[src/rtl/rv_mem_arb.sv]
// Purpose: round-robin arbiter granting one of two requesters (core, loader) a single memory port.
// Latency: x_req -> x_done is 1 + N + 1 cycles (N busy cycles incl. the ack cycle); one idle bubble between transfers.
// Backpressure: requesters hold req/fields until done; memory stalls via mem_ack, bounded by TIMEOUT (0 = wait forever).
//
// Ports:
//   clk, rst                         - clock (rising edge), asynchronous active-low reset
//   c_req/c_we/c_addr/c_wdata        - core request and its write-enable, address, write data
//   c_done/c_err/c_rdata             - core completion pulse, error flag (with done), read data (held)
//   l_*                              - loader/debug requester, same meaning as c_*
//   mem_req/mem_we/mem_addr/mem_wdata- memory request (high exactly while busy) and registered fields
//   mem_ack/mem_rdata                - memory completion and read data (valid in the ack cycle)
//   owner                            - owner of the current transfer (0 = core, 1 = loader)

module rv_mem_arb #(
  parameter int TIMEOUT = 16,
  parameter int CNT_W   = 8
) (
  input  logic        clk,
  input  logic        rst,
  input  logic        c_req,
  input  logic        c_we,
  input  logic [31:0] c_addr,
  input  logic [31:0] c_wdata,
  output logic        c_done,
  output logic        c_err,
  output logic [31:0] c_rdata,
  input  logic        l_req,
  input  logic        l_we,
  input  logic [31:0] l_addr,
  input  logic [31:0] l_wdata,
  output logic        l_done,
  output logic        l_err,
  output logic [31:0] l_rdata,
  output logic        mem_req,
  output logic        mem_we,
  output logic [31:0] mem_addr,
  output logic [31:0] mem_wdata,
  input  logic        mem_ack,
  input  logic [31:0] mem_rdata,
  output logic        owner
);

  typedef enum logic [1:0] {
    IDLE   = 2'd0,
    BUSY_C = 2'd1,
    BUSY_L = 2'd2
  } state_t;

  // Counter value seen in the last busy cycle before giving up.
  localparam logic [CNT_W-1:0] TO_LAST = (TIMEOUT == 0) ? '0 : CNT_W'(TIMEOUT - 1);
  localparam logic [CNT_W-1:0] CNT_MAX = '1;

  state_t           state_q;
  state_t           state_d;
  logic [CNT_W-1:0] cnt_q;
  logic             last_l_q;   // 1 = loader won the most recent grant
  logic             c_elig;
  logic             l_elig;
  logic             grant_c;
  logic             grant_l;
  logic             busy;
  logic             ack_hit;
  logic             to_hit;

  // A requester still showing req in its own done cycle is not a new request.
  assign c_elig  = c_req & ~c_done;
  assign l_elig  = l_req & ~l_done;
  // On a tie, the side that did not win last time gets the grant.
  assign grant_c = c_elig & (~l_elig | last_l_q);
  assign grant_l = l_elig & ~grant_c;

  assign busy    = (state_q != IDLE);
  assign ack_hit = busy & mem_ack;
  // mem_ack takes precedence over the timeout in the same cycle.
  assign to_hit  = (TIMEOUT != 0) && busy && !mem_ack && (cnt_q == TO_LAST);

  // State register
  always_ff @(posedge clk or negedge rst) begin
    if (!rst) begin
      state_q <= IDLE;
    end else begin
      state_q <= state_d;
    end
  end

  // Next-state logic
  always_comb begin
    state_d = state_q;
    case (state_q)
      IDLE: begin
        if (grant_c) begin
          state_d = BUSY_C;
        end else if (grant_l) begin
          state_d = BUSY_L;
        end
      end
      BUSY_C, BUSY_L: begin
        if (ack_hit || to_hit) begin
          state_d = IDLE;
        end
      end
      default: state_d = IDLE;
    endcase
  end

  // Outputs decoded from state
  always_comb begin
    mem_req = 1'b0;
    owner   = 1'b0;
    case (state_q)
      BUSY_C: mem_req = 1'b1;
      BUSY_L: begin
        mem_req = 1'b1;
        owner   = 1'b1;
      end
      default: ;
    endcase
  end

  // Timeout counter: held at zero while idle so every transfer starts from 0;
  // saturates rather than wrapping when TIMEOUT is 0.
  always_ff @(posedge clk or negedge rst) begin
    if (!rst) begin
      cnt_q <= '0;
    end else if (!busy) begin
      cnt_q <= '0;
    end else if (!mem_ack && (cnt_q != CNT_MAX)) begin
      cnt_q <= cnt_q + CNT_W'(1);
    end
  end

  // Grant capture: winner's fields are registered so the bus stays stable
  // for the whole transfer regardless of what the requester does.
  always_ff @(posedge clk or negedge rst) begin
    if (!rst) begin
      last_l_q  <= 1'b1;
      mem_we    <= 1'b0;
      mem_addr  <= '0;
      mem_wdata <= '0;
    end else if ((state_q == IDLE) && (grant_c || grant_l)) begin
      last_l_q  <= grant_l;
      mem_we    <= grant_l ? l_we    : c_we;
      mem_addr  <= grant_l ? l_addr  : c_addr;
      mem_wdata <= grant_l ? l_wdata : c_wdata;
    end
  end

  // Completion: done/err are one-cycle pulses; read data is kept until the
  // next successful read on the same port.
  always_ff @(posedge clk or negedge rst) begin
    if (!rst) begin
      c_done  <= 1'b0;
      c_err   <= 1'b0;
      c_rdata <= '0;
      l_done  <= 1'b0;
      l_err   <= 1'b0;
      l_rdata <= '0;
    end else begin
      c_done <= 1'b0;
      c_err  <= 1'b0;
      l_done <= 1'b0;
      l_err  <= 1'b0;
      if (ack_hit || to_hit) begin
        if (owner) begin
          l_done <= 1'b1;
          l_err  <= to_hit;
          if (ack_hit && !mem_we) begin
            l_rdata <= mem_rdata;
          end
        end else begin
          c_done <= 1'b1;
          c_err  <= to_hit;
          if (ack_hit && !mem_we) begin
            c_rdata <= mem_rdata;
          end
        end
      end
    end
  end

endmodule

[config.mk]
export PLATFORM = sky130hd
export DESIGN_NAME = rv_mem_arb
export DESIGN_NICKNAME = d
export VERILOG_FILES = /design/src/rtl/rv_mem_arb.sv
export SDC_FILE = /design/constraint.sdc
export NUM_CORES = 1
export LEC_CHECK = 0
export ABC_CLOCK_PERIOD_IN_PS = 3900
export CORE_MARGIN = 4
export CORE_UTILIZATION = 47
export DETAILED_ROUTE_END_ITERATION = 12
export GPL_TIMING_DRIVEN = 1
export PLACE_DENSITY = 0.9
export SKIP_LAST_GASP = 1
export SYNTH_ARGS = -nofsm -noshare
export SYNTH_HDL_FRONTEND = slang
export SYNTH_SLANG_ARGS = --single-unit
[constraint.sdc]
create_clock -name clk -period 3.9 [get_ports clk]
set_clock_uncertainty 0.1 [all_clocks]
set_input_delay 0.585 -clock clk [delete_from_list [all_inputs] [get_ports clk]]
set_output_delay 0.585 -clock clk [all_outputs]
set_load 0.01 [all_outputs]
Word-level counts from Yosys, hierarchy flattened
Index checks and enable logic that the tools add are counted.
W data, S select, Z words.
{"block": "word_totals", "ff_bits": 144, "output_inout_bits": 135, "wordCells": 65}
{"block": "classes", "n_addsub": 1, "eq_ne": 7, "n_mux": 19, "bitwise": 11, "n_reduce_logical": 15}
{"op": "$mux W32", "n": 2}
{"op": "$mux W8", "n": 2}
{"op": "$mux W1", "n": 11}
{"op": "$add A8 B1 Y8 const B", "n": 1}
{"op": "$eq A8 B4 Y1 const B", "n": 1}
{"op": "$ne A8 B8 Y1 const B", "n": 1}
{"op": "$mux W2", "n": 3}
{"op": "$reduce_and A3 Y1", "n": 2}
{"op": "$and A1 B1 Y1", "n": 5}
{"op": "$logic_and A1 B1 Y1", "n": 5}
{"op": "$not A1 Y1", "n": 5}
{"op": "$ne A2 B1 Y1 const B", "n": 2}
{"op": "$pmux W2 S2", "n": 1}
{"op": "$ne A3 B3 Y1 const B", "n": 1}
{"op": "$eq A2 B1 Y1 const B", "n": 1}
{"op": "$eq A2 B2 Y1 const B", "n": 1}
{"op": "$logic_not A1 Y1", "n": 2}
{"op": "$logic_not A2 Y1", "n": 1}
{"op": "$logic_or A1 B1 Y1", "n": 2}
{"op": "$reduce_and A2 Y1", "n": 1}
{"op": "$reduce_bool A2 Y1", "n": 1}
{"op": "$reduce_or A2 Y1", "n": 1}
{"op": "$or A1 B1 Y1", "n": 1}

Logic depth before layout (Yosys ltp)
{"block": "logic_depth", "word_depth": 10, "ltp_mapped": 7, "mapped_depth_nobuf": 5}

Worst setup path after synthesis
OpenSTA, ideal clock, no wires.
{"block": "synth_path", "path_type": "register to register", "startpoint": "register state_q[0]", "endpoint": "register l_rdata[10]", "t_arrival_ns": 1.667, "required_time_ns": 3.675, "path_slack_ns": 2.008, "path_stages_with_launch": 7, "period_less_slack_ns": 1.892, "path_cell_list": "dfrtp_1 > inv_1 > ha_1 > nand2b_1 > nor3_4 > buf_2 > mux2_2"}
{"block": "synth_between", "elab_cells_between_ends": 9, "classes_between": "eq/ne: 1; mux: 1; bitwise: 1; reduce/logical: 6"}
{"item": "start: declaration", "line_no": "53", "text": "state_t state_q;"}
{"item": "start signal: assignment", "line_no": "82", "text": "state_q <= state_d;"}
{"item": "$eq A2 B2 Y1", "line_no": "110", "text": "case (state_q)"}
{"item": "$mux W1", "line_no": "110"}
{"item": "net owner", "line_no": "40", "text": "output logic owner"}
{"item": "$reduce_and A3 Y1 (no source line)"}
{"item": "end signal: assignment", "line_no": "168", "text": "l_rdata <= mem_rdata;"}
{"item": "end: declaration", "line_no": "33", "text": "output logic [31:0] l_rdata,"}
The timed path passes the listed nets, and every way through them passes these cells.
A chain may end at the register's enable or synchronous reset.

Worst setup path in the final report
{"block": "layout_path", "startpoint": "register l_done", "endpoint": "output l_done"}
{"item": "start: declaration", "line_no": "31", "text": "output logic l_done,"}
{"item": "start signal: assignment", "line_no": "155", "text": "l_done <= 1'b0;"}
{"item": "start signal: assignment", "line_no": "161", "text": "l_done <= 1'b0;"}
{"item": "start signal: assignment", "line_no": "165", "text": "l_done <= 1'b1;"}
No word-level cell between the ends.

==> impl_metrics.env <==
export IMPL_period_share_pct=74.75
export IMPL_clockRootBuffer="clkbuf_16"
export IMPL_relSlewSlack_pct=18.78
export IMPL_antenna_found_initial=1
export IMPL_wl_per_cell_um=20.56
export IMPL_peakVddDrop_mv=0.3559
export IMPL_post_synth_xor_area_fraction_pct=0
export IMPL_tritoncts="yes"
export IMPL_dieHeight_um=133.2
export IMPL_crit_fanout=37
export IMPL_rsz0062_at_grt="no"
export IMPL_clockBufferDepth=2
export IMPL_drt_initial_drc_count=429
export IMPL_diodes=0
export IMPL_fin_util_pct=72.46
export IMPL_io_buffers=301
export IMPL_setup_viol=0
export IMPL_drc_errors=0
export IMPL_yosys_area_share_simple_pct=11.54
export IMPL_ctsHoldBuffers=0
export IMPL_maxCapViolCount=0
export IMPL_crit_reg2reg_launch="state_q[1]"
export IMPL_synth_cells=679
export IMPL_synth_mux_area_share_pct=10.54
export IMPL_clkLatencyLatePin_ps=410
export IMPL_ctsResizeCount=0
export IMPL_critPathMaxStageDelay_ps=730
export IMPL_clock_sinks=144
export IMPL_clk_pin_slew_ps=70
export IMPL_drv_slew=0
export IMPL_synth_top_family_by_area="compound AO/OA/AOI/OAI gates"
export IMPL_post_route_min_period_ps=2915
export IMPL_endpoint_kind="output pin"
export IMPL_synth_cell_type_count=45
export IMPL_syn_nets=849
export IMPL_core_sq_mm=0.01526
export IMPL_area_growth_syn_to_layout_pct=50.17
export IMPL_ys_seq_area_share_pct=48.96
export IMPL_synthFlopType="dfrtp_1"
export IMPL_grt_overflow=0
export IMPL_worst_r2r_setup_slack_ps=1140
export IMPL_grt_pass1_wl_mm=38.12
export IMPL_vias=6748
export IMPL_cts_htree_levels=4
export IMPL_endpoint="l_done"
export IMPL_via_per_inst=5.797
export IMPL_fin_tns_setup_ps=0
export IMPL_hold_violations=0
export IMPL_grt_pass1_vias=6936
export IMPL_nFillCells=1014
export IMPL_synth_edff_count=0
export IMPL_grt_total_usage_pct=26.82
export IMPL_ys_ff_latch=144
export IMPL_cp_start_kind="flop"
export IMPL_critPathArrivalTime_ps=2230
export IMPL_globalplace_congestion=0.8494
export IMPL_fp_dieW_um=133.2
export IMPL_outcome="completed"
export IMPL_crit_family="buffers and inverters"
export IMPL_nets=1110
export IMPL_ys_warn_count=0
export IMPL_hp_class="in2async"
export IMPL_cts_buffers=17
export IMPL_critical_path_required_ps=3210
export IMPL_r2r_end="mem_wdata[21]"
export IMPL_cp_num_buf_inv=2
export IMPL_synth_compound_area_share_pct=20.70
export IMPL_ios=302
export IMPL_synthArstFlopShare_pct=100.0
export IMPL_crit_slowest_cell="dfrtp_2"
export IMPL_p_leak_nw=4.803
export IMPL_dieArea_sq_mm=0.01773
export IMPL_path_depth=2
export IMPL_synth_fa_ha_area_share_pct=0.5099
export IMPL_critical_path_class="reg2out"
export IMPL_crit_chain="buf_4 > clkdlybuf4s50_1"
export IMPL_power_density_mw_per_mm2=748.1
export IMPL_wl_mm=23.94
export IMPL_ant_nets=0
export IMPL_hpwlAfterDp_mm=16.31
export IMPL_fmax_mhz=343.0
export IMPL_dr_pass1_iters=6
export IMPL_grt_max_degree=82
export IMPL_worstSetupStartpoint="l_done"
export IMPL_avgSynthCellArea_sq_um=10.84
export IMPL_start_util_pct=48.25
export IMPL_drive_gt1_share_pct=12.91
export IMPL_post_cts_buffers=0
export IMPL_worstMarginPinSlew_ps=1218
export IMPL_synth_area_sq_mm=0.007362
export IMPL_rows=45
export IMPL_reg2reg_depth=5
-- where the power goes --
part | total [W] | switching (W) | leakage, nW | internal [W]
registers | 0.00266 | 0.000450 | 1.71 | 0.00221
logic | 0.00395 | 0.00181 | 2.80 | 0.00214
clock network | 0.00166 | 0.000692 | 0.291 | 0.000967
total | 0.00827 | 0.00295 | 4.80 | 0.00532
-- metal layers --
metal / track usage [%] / vias to the layer above / share of wire (%)
met1: 33.88 / 3315 / 40
met3: 6.760 / 42 / 7.9
met2: 45.49 / 348 / 50
li1: - / 3041 / -
met5: 0 / - / 0.054
met4: 8.514 / 2 / 2.3
-- kinds of logic after synthesis --
| logic type | count (synthesis) |
|---|---|
| AO/OA/AOI/OAI | 215 |
| AND/OR/NAND/NOR | 107 |
| flip-flops | 144 |
| adder cells (fa/ha/maj) | 3 |
| buffers and inverters | 141 |
| multiplexers | 69 |
-- placed cells by master, fill, tap and decap left out, types with 2 or more instances in the layout --
| master | n |
|---|---|
| mux2_2 | 64 |
| buf_4 | 12 |
| ha_1 | 3 |
| and2_1 | 2 |
| o21ai_0 | 65 |
| bufinv_16 | 2 |
| inv_1 | 67 |
| clkdlybuf4s50_1 | 299 |
| nor3_1 | 5 |
| nor2_1 | 5 |
| nor4_1 | 2 |
| and3b_1 | 65 |
| mux2_1 | 4 |
| a22oi_1 | 65 |
| nand3_1 | 2 |
| a21oi_1 | 9 |
| inv_6 | 6 |
| nor2b_1 | 7 |
| dfrtp_1 | 142 |
| inv_8 | 2 |
| nand2_1 | 4 |
| nand4b_1 | 2 |
| a221oi_1 | 65 |
| clkbuf_16 | 17 |
| clkinv_4 | 3 |
| nand3b_1 | 2 |
| inv_2 | 2 |
-- cells in the mapped netlist (7+ instances only) --
cell        n  area, sq um
mux2_2     64        720.7
a22oi_1    65        488.0
and3b_1    66        578.1
dfrtp_1   143         3578
a21oi_1     9        45.04
inv_1      68        255.2
buf_2      14        70.07
nor2b_1     7        43.79
o21ai_0    66        330.3
clkbuf_1   53        198.9
a221oi_1   65        569.3
-- flip-flops by register name (all words and copies together), names as in the netlist --
register and count:
mem_wdata 32, mem_we 1, mem_addr 32, c_err 1, c_rdata 32, l_err 1
state_q 2, c_done 1, cnt_q 8, last_l_q 1, l_done 1, l_rdata 32
-- cell type report --
cell class / count / area (sq um) / share of cell area [%]
inverter: 69 / 259.0 / 2.343
sequential: 144 / 3606 / 32.62
clock inverter: 14 / 168.9 / 1.528
timing repair buffer: 314 / 3119 / 28.21
clock buffer: 18 / 429.2 / 3.882
tap: 211 / 264.0 / 2.388
multi-input combinational: 394 / 3209 / 29.03
-- how the worst min path moves through the flow --
stage | startpoint | cells past startpoint | to
after floorplan | rst | 0 | c_done
after global placement | c_rdata[6] | 1 | c_rdata[6]
after detailed placement | l_rdata[6] | 1 | l_rdata[6]
after CTS | rst | 1 | mem_wdata[4]
after global routing | rst | 1 | mem_addr[28]
final | rst | 1 | mem_wdata[4]
-- per-stage QoR --
step                      hold WS (ps)  total power (W)  worst slack (ps)  area (sq um)  cells
after floorplan                  189.4         0.004505              2008          7362    679
after global placement           367.0         0.006483              1183         10460   1132
after detailed placement         376.7         0.006622              1137         10460   1132
after CTS                        125.2         0.008326             941.9         11060   1164
after global routing             135.2         0.008758             871.9         11060   1164
final                            95.70         0.008271             984.8         11060   1164
(Power assumes the default switching activity.)
==> RTL change (same settings) <==
Reset style: synchronous (`rst`), changed in 4 clocked blocks. Comments in the files are not updated.
--- a/src/rtl/rv_mem_arb.sv
+++ b/src/rtl/rv_mem_arb.sv
@@ -75,7 +75,7 @@
   assign to_hit  = (TIMEOUT != 0) && busy && !mem_ack && (cnt_q == TO_LAST);
 
   // State register
-  always_ff @(posedge clk or negedge rst) begin
+  always_ff @(posedge clk) begin
     if (!rst) begin
       state_q <= IDLE;
     end else begin
@@ -119,7 +119,7 @@
 
   // Timeout counter: held at zero while idle so every transfer starts from 0;
   // saturates rather than wrapping when TIMEOUT is 0.
-  always_ff @(posedge clk or negedge rst) begin
+  always_ff @(posedge clk) begin
     if (!rst) begin
       cnt_q <= '0;
     end else if (!busy) begin
@@ -131,7 +131,7 @@
 
   // Grant capture: winner's fields are registered so the bus stays stable
   // for the whole transfer regardless of what the requester does.
-  always_ff @(posedge clk or negedge rst) begin
+  always_ff @(posedge clk) begin
     if (!rst) begin
       last_l_q  <= 1'b1;
       mem_we    <= 1'b0;
@@ -147,7 +147,7 @@
 
   // Completion: done/err are one-cycle pulses; read data is kept until the
   // next successful read on the same port.
-  always_ff @(posedge clk or negedge rst) begin
+  always_ff @(posedge clk) begin
     if (!rst) begin
       c_done  <= 1'b0;
       c_err   <= 1'b0;
Function: differs if rst is asserted again (counterexample within 4 cycles, from zero or initial values and one cycle with rst low); with rst held inactive, the same outputs for 4 cycles.
==> RTL change against the original RTL <==
  * Wire length down 0.54%
  * Cell count up 2.6%
  * Critical path type unchanged
  * Die area down 3.4%
  * Sequential cell count unchanged
  * Area after synthesis down 3.6%
  * Setup slack better by 380 ps
  * Power down 24%
  * Final area down 4.1%
==> RTL change: results (changes against the original RTL) <==
worst min-delay path category flop to flop (was primary input to async pin); Reg-to-Reg Start state_q[0] (was state_q[1]); count of vias placed by the detailed router 7179 (was 6748); layout cell share with drive strength beyond 1 6.73% (was 12.9%); via count of the first global-routing pass 6912 (was 6936); Leakage Power 3.67 nW (was 4.80 nW); endpoint of the worst register-to-register path l_rdata[8] (was mem_wdata[21]); maximum number of pins on one net before global-route repair 134 (was 82); data arrival time of the worst path 1850 ps (was 2230 ps); total global-route track usage 26.4% (was 26.8%); HPWL after detailed placement 15.9 mm (was 16.3 mm); level count of the clock H-tree 4 (unchanged); length of the first detailed-routing pass in iterations 5 (was 6); depth of the worst register-to-register path 7 (was 5); 1st-iter DRT viols 526 (was 429); global-route wire length before repair 36.0 mm (was 38.1 mm); clock input transition at the sequential cells of the worst setup and hold paths 50 ps (was 70 ps); largest cells by area after synthesis sky130_fd_sc_hd__dfxtp_1, sky130_fd_sc_hd__a21boi_0, sky130_fd_sc_hd__o221ai_1 (was sky130_fd_sc_hd__dfrtp_1, sky130_fd_sc_hd__mux2_2, sky130_fd_sc_hd__and3b_1); fraction of the yosys area taken by sequential cells 40.6% (was 49.0%); Mapped Nets 931 (was 849); final weighted congestion of routability-driven global placement 0.845 (was 0.849); outcome completed (unchanged); primary flip-flop cell chosen by synthesis mapping sky130_fd_sc_hd__dfxtp_1 (was sky130_fd_sc_hd__dfrtp_1); top cells by count, synth sky130_fd_sc_hd__dfxtp_1, sky130_fd_sc_hd__nand2_1, sky130_fd_sc_hd__a21boi_0 (was sky130_fd_sc_hd__dfrtp_1, sky130_fd_sc_hd__inv_1, sky130_fd_sc_hd__and3b_1, sky130_fd_sc_hd__o21ai_0); Worst Hold Launch l_rdata[29]; Synth async-reset ratio 0% (was 100%); Post-CTS Repair Setup Buffers 0 (unchanged); register-to-register path setup slack 1550 ps (was 1140 ps); Final Net Count 1168 (was 1110); distinct cell type count of the synthesized netlist 46 (was 45); Worst slew margin 18.8% (about the same)
RTL change: cell types whose count changed after synthesis, moves of 83 or more:
cell                       unedited run  this run
sky130_fd_sc_hd__nand2_1              4       137
sky130_fd_sc_hd__a21boi_0             1        84
sky130_fd_sc_hd__dfrtp_1            143         0
sky130_fd_sc_hd__dfxtp_1              0       144
RTL change: metrics by stage:
step                      instances  total power (W)  hold slack [ps]  cell area [um^2]  setup slack (ps)
after detailed placement       1163          0.00453              345              9970              1060
after global placement         1163          0.00449              340              9970              1130
after global routing           1194          0.00658              368             10600              1260
after CTS                      1194          0.00630              353             10600              1340
final                          1194          0.00629              348             10600              1370
after floorplan                 761          0.00343              352              7090              2130
RTL change: cells by family after synthesis:
kind of cell | after synthesis | synth area share, %
multiplexers | 3 | 0.423
AO/OA/AOI/OAI | 278 | 33.8
buffers and inverters | 100 | 7.16
flip-flops | 144 | 40.6
adder cells (fa/ha/maj) | 3 | 0.529
AND/OR/NAND/NOR | 233 | 17.4
RTL change: how the worst max path moves through the flow:
stage                     from             to  slack [ps]  depth (start not counted)
finish              state_q[0]          owner        1370                          3
global route        state_q[0]          owner        1260                          3
CTS                 state_q[0]          owner        1340                          3
global placement         c_req  mem_wdata[30]        1130                          5
detailed placement       c_req  mem_wdata[31]        1060                          5
floorplan           state_q[0]    c_rdata[27]        2130                          7
RTL change: area by class of cell:
class / count / area (um^2)
clock inverters: 11 / 186
fillers: 1061 / 4040
flip-flops and latches: 144 / 2880
well taps: 184 / 230
repair buffers: 314 / 3130
clock buffers: 20 / 447
inverters: 4 / 15.0
multi-input cells: 517 / 3710
RTL change: power breakdown:
group,switching [W],total (W),internal (W)
registers,0.000210,0.00202,0.00181
clock network,0.000611,0.00176,0.00115
logic,0.00125,0.00251,0.00126
total,0.00207,0.00629,0.00421
RTL change: critical path, stage by stage (launching register included):
cell and delay [ps]:
sky130_fd_sc_hd__dfxtp_1 290, sky130_fd_sc_hd__inv_1 100, sky130_fd_sc_hd__ha_1 370, sky130_fd_sc_hd__clkdlybuf4s50_1 670
RTL change: layer usage:
layer / up-vias / GRT usage (%) / routed length (um)
li1: 3346 / - / -
met1: 3396 / 32.4 / 9500
met2: 380 / 42.9 / 11300
met3: 55 / 8.50 / 2260
met4: 2 / 10.6 / 708
met5: - / 0 / 13
